--- src/rtl/mdu_seq_if.sv ---
// Issue, move-to and result signals shared between EX and the multiply/divide sequencer.
interface mdu_seq_if #(
    parameter int WIDTH = 32
);
    logic             start;
    logic [1:0]       op;
    logic [WIDTH-1:0] src_a;
    logic [WIDTH-1:0] src_b;
    logic             cancel;
    logic             hi_we;
    logic             lo_we;
    logic [WIDTH-1:0] wdata;
    logic             busy;
    logic             done;
    logic [WIDTH-1:0] hi;
    logic [WIDTH-1:0] lo;

    modport master (
        output start, op, src_a, src_b, cancel, hi_we, lo_we, wdata,
        input  busy, done, hi, lo
    );

    modport slave (
        input  start, op, src_a, src_b, cancel, hi_we, lo_we, wdata,
        output busy, done, hi, lo
    );
endinterface

--- src/rtl/mdu_seq.sv ---
// Iterative MULT/MULTU/DIV/DIVU sequencer owning HI/LO: shift-add multiply,
// restoring divide, sign fix-up at the end, plus MTHI/MTLO writes while idle.
module mdu_seq #(
    parameter int WIDTH = 32,
    parameter int CNT_W = 6
) (
    input  logic      clk,
    input  logic      rst,
    mdu_seq_if.slave  bus
);
    typedef enum logic [1:0] {
        IDLE = 2'd0,
        PREP = 2'd1,
        CALC = 2'd2,
        FIX  = 2'd3
    } state_t;

    localparam int W2 = 2 * WIDTH;

    function automatic logic [WIDTH-1:0] neg_w(input logic [WIDTH-1:0] v);
        neg_w = ~v + {{(WIDTH-1){1'b0}}, 1'b1};
    endfunction

    function automatic logic [W2-1:0] neg_2w(input logic [W2-1:0] v);
        neg_2w = ~v + {{(W2-1){1'b0}}, 1'b1};
    endfunction

    state_t           state_r;
    logic [1:0]       op_r;
    logic [WIDTH-1:0] a_r;
    logic [WIDTH-1:0] b_r;
    logic             sign_q_r;
    logic             sign_rem_r;
    logic [W2-1:0]    acc_r;
    logic [CNT_W-1:0] cnt_r;
    logic             busy_r;
    logic             done_r;
    logic [WIDTH-1:0] hi_r;
    logic [WIDTH-1:0] lo_r;

    logic [WIDTH-1:0] abs_a_s;
    logic [WIDTH-1:0] abs_b_s;
    logic [WIDTH:0]   mul_sum_s;
    logic [WIDTH:0]   div_trial_s;
    logic [W2-1:0]    acc_step_s;
    logic [W2-1:0]    prod_s;
    logic [WIDTH-1:0] quo_s;
    logic [WIDTH-1:0] rem_s;
    logic [WIDTH-1:0] fix_hi_s;
    logic [WIDTH-1:0] fix_lo_s;

    // Operand magnitudes at issue, one loop iteration, and the final sign fix-up.
    always_comb begin
        abs_a_s     = bus.src_a;
        abs_b_s     = bus.src_b;
        acc_step_s  = acc_r;
        prod_s      = acc_r;
        quo_s       = acc_r[WIDTH-1:0];
        rem_s       = acc_r[W2-1:WIDTH];
        fix_hi_s    = acc_r[W2-1:WIDTH];
        fix_lo_s    = acc_r[WIDTH-1:0];

        if (!bus.op[0] && bus.src_a[WIDTH-1]) begin
            abs_a_s = neg_w(bus.src_a);
        end else begin
            abs_a_s = bus.src_a;
        end
        if (!bus.op[0] && bus.src_b[WIDTH-1]) begin
            abs_b_s = neg_w(bus.src_b);
        end else begin
            abs_b_s = bus.src_b;
        end

        // Multiplier sits in the low half and drains out as the partial product shifts in.
        mul_sum_s   = {1'b0, acc_r[W2-1:WIDTH]} + (acc_r[0] ? {1'b0, a_r} : {(WIDTH+1){1'b0}});
        div_trial_s = acc_r[W2-1:WIDTH-1] - {1'b0, b_r};

        if (op_r[1]) begin
            if (!div_trial_s[WIDTH]) begin
                acc_step_s = {div_trial_s[WIDTH-1:0], acc_r[WIDTH-2:0], 1'b1};
            end else begin
                acc_step_s = {acc_r[W2-2:0], 1'b0};
            end
        end else begin
            acc_step_s = {mul_sum_s, acc_r[WIDTH-1:1]};
        end

        if (!op_r[0] && sign_q_r) begin
            prod_s = neg_2w(acc_r);
            quo_s  = neg_w(acc_r[WIDTH-1:0]);
        end else begin
            prod_s = acc_r;
            quo_s  = acc_r[WIDTH-1:0];
        end
        if (!op_r[0] && sign_rem_r) begin
            rem_s = neg_w(acc_r[W2-1:WIDTH]);
        end else begin
            rem_s = acc_r[W2-1:WIDTH];
        end

        if (op_r[1]) begin
            fix_hi_s = rem_s;
            fix_lo_s = quo_s;
        end else begin
            fix_hi_s = prod_s[W2-1:WIDTH];
            fix_lo_s = prod_s[WIDTH-1:0];
        end
    end

    // Sequencer FSM with registered busy/done and the HI/LO architectural state.
    always_ff @(posedge clk) begin
        if (rst) begin
            state_r    <= IDLE;
            op_r       <= 2'b00;
            a_r        <= {WIDTH{1'b0}};
            b_r        <= {WIDTH{1'b0}};
            sign_q_r   <= 1'b0;
            sign_rem_r <= 1'b0;
            acc_r      <= {W2{1'b0}};
            cnt_r      <= {CNT_W{1'b0}};
            busy_r     <= 1'b0;
            done_r     <= 1'b0;
            hi_r       <= {WIDTH{1'b0}};
            lo_r       <= {WIDTH{1'b0}};
        end else begin
            done_r <= 1'b0;
            if (state_r != IDLE && bus.cancel) begin
                state_r <= IDLE;
                busy_r  <= 1'b0;
            end else begin
                case (state_r)
                    IDLE: begin
                        if (!bus.start) begin
                            if (bus.hi_we) hi_r <= bus.wdata;
                            if (bus.lo_we) lo_r <= bus.wdata;
                        end else if (!bus.cancel) begin
                            op_r       <= bus.op;
                            a_r        <= abs_a_s;
                            b_r        <= abs_b_s;
                            sign_q_r   <= bus.src_a[WIDTH-1] ^ bus.src_b[WIDTH-1];
                            sign_rem_r <= bus.src_a[WIDTH-1];
                            busy_r     <= 1'b1;
                            state_r    <= PREP;
                        end
                    end
                    PREP: begin
                        acc_r   <= op_r[1] ? {{WIDTH{1'b0}}, a_r} : {{WIDTH{1'b0}}, b_r};
                        cnt_r   <= CNT_W'(WIDTH - 1);
                        state_r <= CALC;
                    end
                    CALC: begin
                        acc_r <= acc_step_s;
                        if (cnt_r == {CNT_W{1'b0}}) begin
                            state_r <= FIX;
                        end else begin
                            cnt_r <= cnt_r - {{(CNT_W-1){1'b0}}, 1'b1};
                        end
                    end
                    FIX: begin
                        hi_r    <= fix_hi_s;
                        lo_r    <= fix_lo_s;
                        busy_r  <= 1'b0;
                        done_r  <= 1'b1;
                        state_r <= IDLE;
                    end
                    default: begin
                        state_r <= IDLE;
                        busy_r  <= 1'b0;
                    end
                endcase
            end
        end
    end

    assign bus.busy = busy_r;
    assign bus.done = done_r;
    assign bus.hi   = hi_r;
    assign bus.lo   = lo_r;
endmodule

--- src/flat_wrapper.sv ---
// flat-port wrapper written by rule: the top's interface ports become plain ports
module mdu_seq_flat 
#(
    parameter int WIDTH = 32,
    parameter int CNT_W = 6
)
  (clk, rst, bus_start, bus_op, bus_src_a, bus_src_b, bus_cancel, bus_hi_we, bus_lo_we, bus_wdata, bus_busy, bus_done, bus_hi, bus_lo);
  mdu_seq_if #(.WIDTH(WIDTH)) bus_i ();
  input  logic clk;
  input  logic rst;
  input wire logic [$bits(bus_i.start)-1:0] bus_start;
  input wire logic [$bits(bus_i.op)-1:0] bus_op;
  input wire logic [$bits(bus_i.src_a)-1:0] bus_src_a;
  input wire logic [$bits(bus_i.src_b)-1:0] bus_src_b;
  input wire logic [$bits(bus_i.cancel)-1:0] bus_cancel;
  input wire logic [$bits(bus_i.hi_we)-1:0] bus_hi_we;
  input wire logic [$bits(bus_i.lo_we)-1:0] bus_lo_we;
  input wire logic [$bits(bus_i.wdata)-1:0] bus_wdata;
  output wire logic [$bits(bus_i.busy)-1:0] bus_busy;
  output wire logic [$bits(bus_i.done)-1:0] bus_done;
  output wire logic [$bits(bus_i.hi)-1:0] bus_hi;
  output wire logic [$bits(bus_i.lo)-1:0] bus_lo;
  assign bus_i.start = bus_start;
  assign bus_i.op = bus_op;
  assign bus_i.src_a = bus_src_a;
  assign bus_i.src_b = bus_src_b;
  assign bus_i.cancel = bus_cancel;
  assign bus_i.hi_we = bus_hi_we;
  assign bus_i.lo_we = bus_lo_we;
  assign bus_i.wdata = bus_wdata;
  assign bus_busy = bus_i.busy;
  assign bus_done = bus_i.done;
  assign bus_hi = bus_i.hi;
  assign bus_lo = bus_i.lo;
  mdu_seq #(.WIDTH(WIDTH), .CNT_W(CNT_W)) u_core (.clk(clk), .rst(rst), .bus(bus_i));
endmodule
--- config.mk ---
export PLATFORM = sky130hd
export DESIGN_NAME = mdu_seq_flat
export DESIGN_NICKNAME = d
export VERILOG_FILES = /design/src/rtl/mdu_seq_if.sv /design/src/rtl/mdu_seq.sv /design/src/flat_wrapper.sv
export SDC_FILE = /design/constraint.sdc
export NUM_CORES = 1
export LEC_CHECK = 0
export ABC_AREA = 1
export CAP_MARGIN = 20
export CORE_UTILIZATION = 30
export CTS_CLUSTER_SIZE = 10
export DETAILED_ROUTE_END_ITERATION = 16
export GPL_ROUTABILITY_DRIVEN = 1
export PLACE_DENSITY_LB_ADDON = 0.08
export SLEW_MARGIN = 25
export SYNTH_ARGS = -nofsm -noshare
export SYNTH_HDL_FRONTEND = slang
export SYNTH_SLANG_ARGS = --single-unit
--- constraint.sdc ---
create_clock -name clk -period 2.97 [get_ports clk]
set_input_delay 0.594 -clock clk [delete_from_list [all_inputs] [get_ports clk]]
set_output_delay 0.594 -clock clk [all_outputs]
set_load 0.02 [all_outputs]
# Yosys cells after proc, flatten, opt, wreduce, memory -nomap -nowiden
# Cells that the tools add are included.
[classes]
add_sub_neg = 8
mul = 0
div_mod_pow = 0
n_lt_le_gt_ge = 0
eq_ne = 10
shift = 0
muxes = 28
bitwise_logic = 8
n_reduce_logical = 20
[op_table]
columns = ["operator", "n"]
rows = [
  ["32-bit two-way mux", 12],
  ["64-bit two-way mux", 3],
  ["32-bit by 1-bit adder with 32-bit output (second input constant)", 4],
  ["32-bit inverter", 4],
  ["32-bit one-hot mux with 2 select lines", 2],
  ["64-bit one-hot mux with 2 select lines", 1],
  ["64-bit by 1-bit adder with 64-bit output (second input constant)", 1],
  ["64-bit inverter", 1],
  ["32-bit by 33-bit adder with 33-bit output", 1],
  ["33-bit by 32-bit subtractor with 33-bit output", 1],
  ["2-bit != test (second input constant)", 6],
  ["6-bit one-hot mux with 2 select lines", 1],
  ["4-bit AND reduction", 3],
  ["3-bit AND reduction", 3],
  ["2-bit one-hot mux with 4 select lines", 1],
  ["6-bit zero test", 1],
  ["2-bit two-way mux", 3],
  ["6-bit two-way mux", 1],
  ["2-bit nonzero test", 3],
  ["6-bit by 1-bit subtractor with 6-bit output (second input constant)", 1],
  ["1-bit logical AND", 5],
  ["2-bit equality test (second input constant)", 2],
  ["1-bit two-way mux", 3],
  ["2-bit by 1-bit equality test with 1-bit output (second input constant)", 1],
  ["other kinds (8)", 10],
]
[totals]
ff_bits = 206
latchBits = 0
mem_bits_rw = 0
mem_bits_ro = 0
input_bits = 104
n_memories = 0

# Depth between registers and ports, before layout
# Gate-level depths: netlist of run 1.
[depth]
ltp_word = 5
ltp_mapped = 22
ltp_nobuf = 20

# Worst setup path after synthesis of run 1
# No wires, ideal clock.
[synth_timing]
kind = "reg2reg"
from = "register u_core.acc_r[0]"
to = "register u_core.acc_r[61]"
t_arrival_ps = 2417
required_time_ps = 2838
setup_slack_ps = 420
stages_incl_launch_ff = 22
synth_period_minus_slack_ps = 2550
cell_sequence = "dfxtp_1 > buf_2 > buf_1 > nand2_1 > inv_1 > ha_1 > inv_1 > fa_1 > inv_1 > nand3_1 > nand3_1 > nand2_1 > nand2_1 > nand2_1 > nand2_1 > nand2_1 > nand3_1 > nand3_1 > nand2_1 > inv_1 > nand2_1 > a21oi_1"
[synth_via]
elab_chain_len = 4
[synth_rtl]
columns = ["item", "line", "text"]
rows = [
  ["from (decl)", "mdu_seq.sv:34", "logic [W2-1:0] acc_r;"],
  ["from (signal assigned)", "mdu_seq.sv:119", "acc_r <= {W2{1'b0}};"],
  ["from (signal assigned)", "mdu_seq.sv:147", "acc_r <= op_r[1] ? {{WIDTH{1'b0}}, a_r} : {{WIDTH{1'b0}}, b_r};"],
  ["from (signal assigned)", "mdu_seq.sv:152", "acc_r <= acc_step_s;"],
  ["32-bit two-way mux", "mdu_seq.sv:75", "mul_sum_s = {1'b0, acc_r[W2-1:WIDTH]} + (acc_r[0] ? {1'b0, a_r} : {(WIDTH+1){1'b0}});"],
  ["32-bit by 33-bit adder with 33-bit output", "mdu_seq.sv:75", ""],
  ["64-bit two-way mux", "mdu_seq.sv:78", "if (op_r[1]) begin"],
  ["64-bit one-hot mux with 2 select lines", "mdu_seq.sv:131", "case (state_r)"],
]
# No other way between the ends.
# A chain may end at the register's enable or synchronous reset.

# Final worst setup path of run 1
[layout_timing]
from = "register u_core.acc_r[0]"
to = "register u_core.acc_r[58]"
# The elaborated chain is that of the path after synthesis.

==> results of run 1 <==
## flip-flops by register name, indices dropped and copies added (netlist names)
name / cells
u_core.bus.hi: 32
u_core.bus.busy: 1
u_core.sign_rem_r: 1
u_core.bus.lo: 32
u_core.state_r: 2
u_core.a_r: 32
u_core.op_r: 2
u_core.cnt_r: 6
u_core.bus.done: 1
u_core.sign_q_r: 1
u_core.acc_r: 64
u_core.b_r: 32
## cell families after synthesis
group / after synthesis / synth area share (%)
buffers and inverters: 682 / 14.0
and+or+nand+nor: 1567 / 35.5
DFF: 206 / 22.1
adders and majority gates: 75 / 5.12
xor gates and xnor gates: 59 / 2.77
AOI/OAI and AO/OA: 704 / 20.4
## final cells by class
| type | instances | share of cell area [%] |
|---|---|---|
| Multi-Input combinational cell | 2405 | 53.1 |
| Clock inverter | 6 | 0.273 |
| Tap cell | 782 | 4.35 |
| Sequential cell | 206 | 18.3 |
| Timing Repair Buffer | 255 | 10.8 |
| Inverter | 556 | 9.30 |
| Clock buffer | 41 | 3.78 |
## metal layers
layer  global-route usage [%]  wire (µm)  up-vias
li1                         -          -    11000
met1                     37.1      40400    10200
met2                     45.1      40200      600
met3                     2.09       3900      101
met4                     7.51       2620        0
met5                        0          0        -
## power breakdown
part           switching [mW]  internal, mW  total, mW
clock                    1.36          2.04       3.40
combinational            6.53          3.18       9.71
sequential              0.637          3.55       4.19
total                    8.53          8.77       17.3
## worst max-delay path by stage
stage	to	slack [ns]	depth (start not counted)
3_3_place_gp	u_core.acc_r[48]$_SDFFE_PP0P_	0.11	15
3_5_place_dp	u_core.acc_r[48]$_SDFFE_PP0P_	0.13	15
2_1_floorplan	u_core.acc_r[61]$_SDFFE_PP0P_	0.42	21
4_1_cts	u_core.acc_r[48]$_SDFFE_PP0P_	0.12	16
6_report	u_core.acc_r[58]$_SDFFE_PP0P_	0.18	16
5_1_grt	u_core.acc_r[62]$_SDFFE_PP0P_	0.02	18
## worst min-delay path: cells and delay by family, from the launching register on
kind / cells / cell delay (ns)
AO/OA/AOI/OAI: 1 / 0.05
flip-flops: 1 / 0.31
AND/OR/NAND/NOR: 1 / 0.06
## metrics by stage
stage | hold slack (ns) | power [mW]
after global placement | 0.452 | 13.8
final | 0.468 | 17.3
after detailed placement | 0.459 | 13.9
after CTS | 0.467 | 17.3
after global routing | 0.495 | 18.6
after floorplan | 0.431 | 10.3
## layout by cell type, fill, tap and decap left out, drive strengths merged, types with 5 or more instances in the layout
cell type	count
nand2	921
inv	553
o21ai	301
nand3	286
a21oi	285
nor2	240
dfxtp	206
clkdlybuf4s50	168
buf	87
ha	73
a31oi	51
nand4	47
nor3	41
clkbuf	41
xor2	38
o211ai	28
xnor2	21
o21bai	11
and2	8
nand3b	8
or2	8
o221ai	7
clkinv	7
o31ai	6
nor4	6
a21o	5
==> results.toml, run 1 <==
[status]
run_status = "finished clean"

[critical_path]
rr_endpoint = "u_core.acc_r[58]$_SDFFE_PP0P_"
crit_slowest_cell = "dfxtp_1"
path_cells = "buf_4 -> nand2_1 -> inv_1 -> ha_1 -> nand2_1 -> inv_1 -> nand2_1 -> nand2_1 -> a21oi_1 -> nor2_1 -> nor2_1 -> a21oi_1 -> nor2_1 -> nor2_1 -> nand2_1 -> a21oi_1"
critPathArrivalTime_ns = 3.19
cpMostUsedCell = "nand2_1"
reg2reg_from = "u_core.acc_r[0]$_SDFFE_PP0P_"
crit_type = "register to register"
worstPathRequired_ns = 3.37
reg2regPathDepth = 16
cp_max_fo = 16
crit_start = "u_core.acc_r[0]$_SDFFE_PP0P_"
max_stage_delay_ns = 0.37
r2r_slack_ns = 0.18
cpLargestDelayFamily = "simple AND/OR/NAND/NOR gates"
setup.worst_path.end_class = "register"
startpoint_type = "register"
path_buf_inv = 3

[clocking]
cts_tree = "done"
clock_sinks = 206
cts_setup_buffers = 0
clk_latency_ns = 0.57
clkSlewWorstSetupHoldPaths_ns = 0.06
cts_root_buffer = "clkbuf_16"
ctsResizeCount = 0
cts_hold_buf = 0
htreeDepth = 1
cts_buffers = 28
clockBufferDepth = 3

[timing]
setup_tns_ns = 0
setup_violations = 0
slew_headroom_pct = 27.1
tightest_slew_ns = 1.09
slew_violations = 0
worst_slack_ns = 0.181
fmax_ghz = 0.359
layout_min_cycle_time_ns = 2.79
rsz0062_at_grt = "false"
finalHoldViolCount = 0
period_share_pct = 93.9
clock_skew_ns = 0.0190

[finish]
fin_nets = 3631
multiInputGateArea_um2 = 11900
drive_above_1_share_pct = 5.56
area_delta_synth_final_pct = 20.7
finalInstanceArea_um2 = 22500
fin_util_pct = 37.0
seq_area_um2 = 4130
antenna_cells = 0
fillCellCount = 6801
final_cells = 4251

[global_route]
grt_pass1_vias = 20800
grtUsageTotal_pct = 27.0
grt.overflow.total = 0
antenna_found_initial = 0
grt_pass1_wl_mm = 130
grt_start_max_net_pins = 94

[placed_design]
place_congestion = 1.00
dpl_worst_slack_ns = 0.135
placedCellCount = 4204
port_buffers = 169
postPlaceCellArea_um2 = 21500
dp.final_hpwl_mm = 71.1

[worst_hold_path]
hold_end = "u_core.sign_rem_r$_SDFFE_PP0P_"
whs_path_depth = 2
hp-class = "register to register"
hold_start = "u_core.sign_rem_r$_SDFFE_PP0P_"

[synth]
synth_area_leaders = "dfxtp_1 22%, nand2_1 18%, inv_1 11%"
yosys.area.top_type = "dfxtp_1"
ys_ff_latch = 206
ys_types = 53
synth_most_common_cell = "nand2_1"
ys.flop_type = "dfxtp_1"
syn_area_um2 = 18600
synthCells = 3293
ys_warn_count = 0
yosys.area.top_type_share_pct = 22.1
yosysSeqAreaShare_pct = 22.1
async_flop_share_pct = 0
postSynthNetCount = 3472
syn_avg_cell_area_um2 = 5.66
synth_commonest_cells = "905 x nand2_1, 547 x inv_1, 289 x o21ai_0"
synth-edff-count = 0

[power]
peakVddDrop_v = 0.000630
power_density_nw_per_um2 = 769
leakage_nw = 11.2

[floorplanning]
die_y_um = 251
ios = 170
die_area_um2 = 63100
num_rows = 90
start_util_pct = 30.6
design.core.area_um2 = 60800
die_x_um = 251

[drt]
drtPass1Iterations = 5
wire_per_inst_um = 20.5
routed_wl_mm = 87.1
vias = 21900
antenna_left = 0
dr.first_iter.drc_count = 1728
vias_per_cell = 5.15
drc = 0

[run]
cap_viol_max_count = 0
No activity file was read; power rests on OpenSTA's default activity.
==> run 2, diff against run 1 <==
--- a/config.mk
+++ b/config.mk
@@ -7,6 +7,7 @@
 export LEC_CHECK = 0
 export ABC_AREA = 1
 export CAP_MARGIN = 20
+export CORE_ASPECT_RATIO = 0.9
 export CORE_UTILIZATION = 30
 export CTS_CLUSTER_SIZE = 10
 export DETAILED_ROUTE_END_ITERATION = 16
==> constraint.sdc (replaced) <==
create_clock -name clk -period 3.24 [get_ports clk]
set_input_delay 0.648 -clock clk [delete_from_list [all_inputs] [get_ports clk]]
set_output_delay 0.648 -clock clk [all_outputs]
set_load 0.02 [all_outputs]
==> run 2 against run 1 <==
Net effect:
- flip-flop and latch count is the same
- worst setup slack lost 0.020 ns
- cell count is essentially flat
- utilization shrank 0.55 points
- register-to-register slack lost 0.02 ns
- sequential power shrank 8.1%
- via count grew 1.6%
- clock power shrank 12%
- maximum frequency shrank 9.4%
- combinational power shrank 6.4%
- clock skew grew 0.023 ns
- hold slack gained 0.0023 ns
- critical path type unchanged
- critical endpoint unchanged
==> results.toml, run 2 (synthesis results as in run 1) <==
[finish]
mostFrequentLayoutCell = "nand2_1"
largest_reg_flops = 64
area_delta_synth_final_pct = 19.9
fin_nets = 3618
drive_above_1_share_pct = 5.12
finalInstanceArea_um2 = 22300
final_cell_mix = "905 x nand2_1, 545 x inv_1, 289 x o21ai_0"
top_register = "u_core.acc_r"
antenna_cells = 0

[global_route]
grt_start_max_net_pins = 85
antenna_found_initial = 2
grt_pass1_wl_mm = 132
grt.overflow.total = 0
grt_pass1_vias = 20500
grtUsageTotal_pct = 27.8

[power]
clockPowerShare_pct = 18.8
combPwrFrac_pct = 57.1
leakage_nw = 11.1
intPower_mw = 7.85
peakVddDrop_v = 0.000474
swShare_pct = 50.8
power_mw = 15.9
power_density_nw_per_um2 = 713
pwr-share-seq_pct = 24.2
p_sw_mw = 8.09

[drt]
vias = 22200
drc = 0
routed_wl_mm = 89.9
antenna_left = 0
vias_per_cell = 5.24
dr.first_iter.drc_count = 2145
drtPass1Iterations = 8
wire_per_inst_um = 21.1

[floorplanning]
ios = 170
num_rows = 86
die_area_um2 = 63100
die_x_um = 265
design.core.area_um2 = 61300
die_y_um = 238
start_util_pct = 30.4

[status]
run_status = "finished clean"

[clocking]
clk_latency_ns = 0.60
clock_sinks = 206
cts_tree = "done"
cts_root_buffer = "clkbuf_16"
ctsResizeCount = 0
cts_buffers = 28
cts_setup_buffers = 0
htreeDepth = 1
clockBufferDepth = 3
cts_hold_buf = 0
clkSlewWorstSetupHoldPaths_ns = 0.06

[timing]
slew_headroom_pct = 50.1
rsz0062_at_grt = "false"
finalHoldViolCount = 0
period_share_pct = 95.0
fmax_ghz = 0.325
setup_violations = 0
clock_skew_ns = 0.0424
slew_violations = 0
layout_min_cycle_time_ns = 3.08
setup_tns_ns = 0
tightest_slew_ns = 0.743

[worst_hold_path]
hp-class = "register to register"

[critical_path]
max_stage_delay_ns = 0.42
crit_type = "register to register"
worstPathRequired_ns = 3.67
crit_slowest_cell = "a21oi_1"
cp_max_fo = 30
critPathArrivalTime_ns = 3.51
path_cells = "buf_12 -> nand2_1 -> inv_1 -> ha_1 -> a21oi_1 -> nand2_1 -> a21oi_1 -> nor2_1 -> nor2_1 -> a21oi_1 -> nor2_1 -> nor2_1 -> nand2_1 -> a21oi_1"
setup.worst_path.end_class = "register"
startpoint_type = "register"

[placed_design]
port_buffers = 169
postPlaceCellArea_um2 = 21500
place_congestion = 0.994
dp.final_hpwl_mm = 72.6

[run]
cap_viol_max_count = 0
## run 2: final timing paths
kind | slack, ns | start | depth (start not counted) | end
min | 0.47 | u_core.cnt_r[0]$_SDFFE_PP0P_ | 1 | u_core.cnt_r[0]$_SDFFE_PP0P_
max reg2reg | 0.16 | u_core.acc_r[0]$_SDFFE_PP0P_ | 14 | u_core.acc_r[58]$_SDFFE_PP0P_
min reg2reg | 0.47 | u_core.cnt_r[0]$_SDFFE_PP0P_ | 1 | u_core.cnt_r[0]$_SDFFE_PP0P_
max | 0.16 | u_core.acc_r[0]$_SDFFE_PP0P_ | 14 | u_core.acc_r[58]$_SDFFE_PP0P_
## run 2: stage by stage
| stage | util, % | std cells | worst slack (ns) | hold WS, ns |
|---|---|---|---|---|
| finish | 36.4 | 4250 | 0.161 | 0.471 |
| global route | 36.4 | 4250 | 0.0266 | 0.493 |
| CTS | 36.4 | 4250 | 0.295 | 0.468 |
| detailed placement | 35.0 | 4201 | 0.290 | 0.460 |
| global placement | 35.0 | 4201 | 0.281 | 0.452 |
| floorplan | - | 3293 | 0.690 | 0.431 |
## run 2: cell type report
cell class                      count  area [µm²]
Clock buffer                       40         796
Inverter                          556        2090
Fill cell                        6943       39000
Tap cell                          792         991
Sequential cell                   206        4130
Timing Repair Buffer              242        2350
Multi-Input combinational cell   2405       11900
Clock inverter                      9        73.8
## run 2: worst max-delay path: cells and delay by family (launching register included)
family	cells	cell delay [ns]
AND/OR/NAND/NOR	7	0.92
buffers and inverters	2	0.38
AO/OA/AOI/OAI	4	0.81
flip-flops	1	0.40
adder cells (fa/ha/maj)	1	0.37
## run 2: layer usage
layer  vias to the layer above  part of all wire, %  global-route usage (%)  wire length [µm]
met2                       776                   41                    40.9             37000
met1                     10400                   49                    41.1             43700
met5                         -                0.030                       0                27
met3                       103                  8.0                    5.68              7180
met4                         4                  2.2                    6.06              2010
li1                      11000                    -                       -                 -
## run 2: power groups by stage
stage / sequential (mW) / clock, mW / combinational, mW
2_1_floorplan: 4.05 / 0 / 5.37
3_3_place_gp: 3.87 / 0 / 8.95
3_5_place_dp: 3.89 / 0 / 8.96
4_1_cts: 3.84 / 3.05 / 8.99
5_1_grt: 3.93 / 3.15 / 9.99
6_report: 3.85 / 2.99 / 9.09
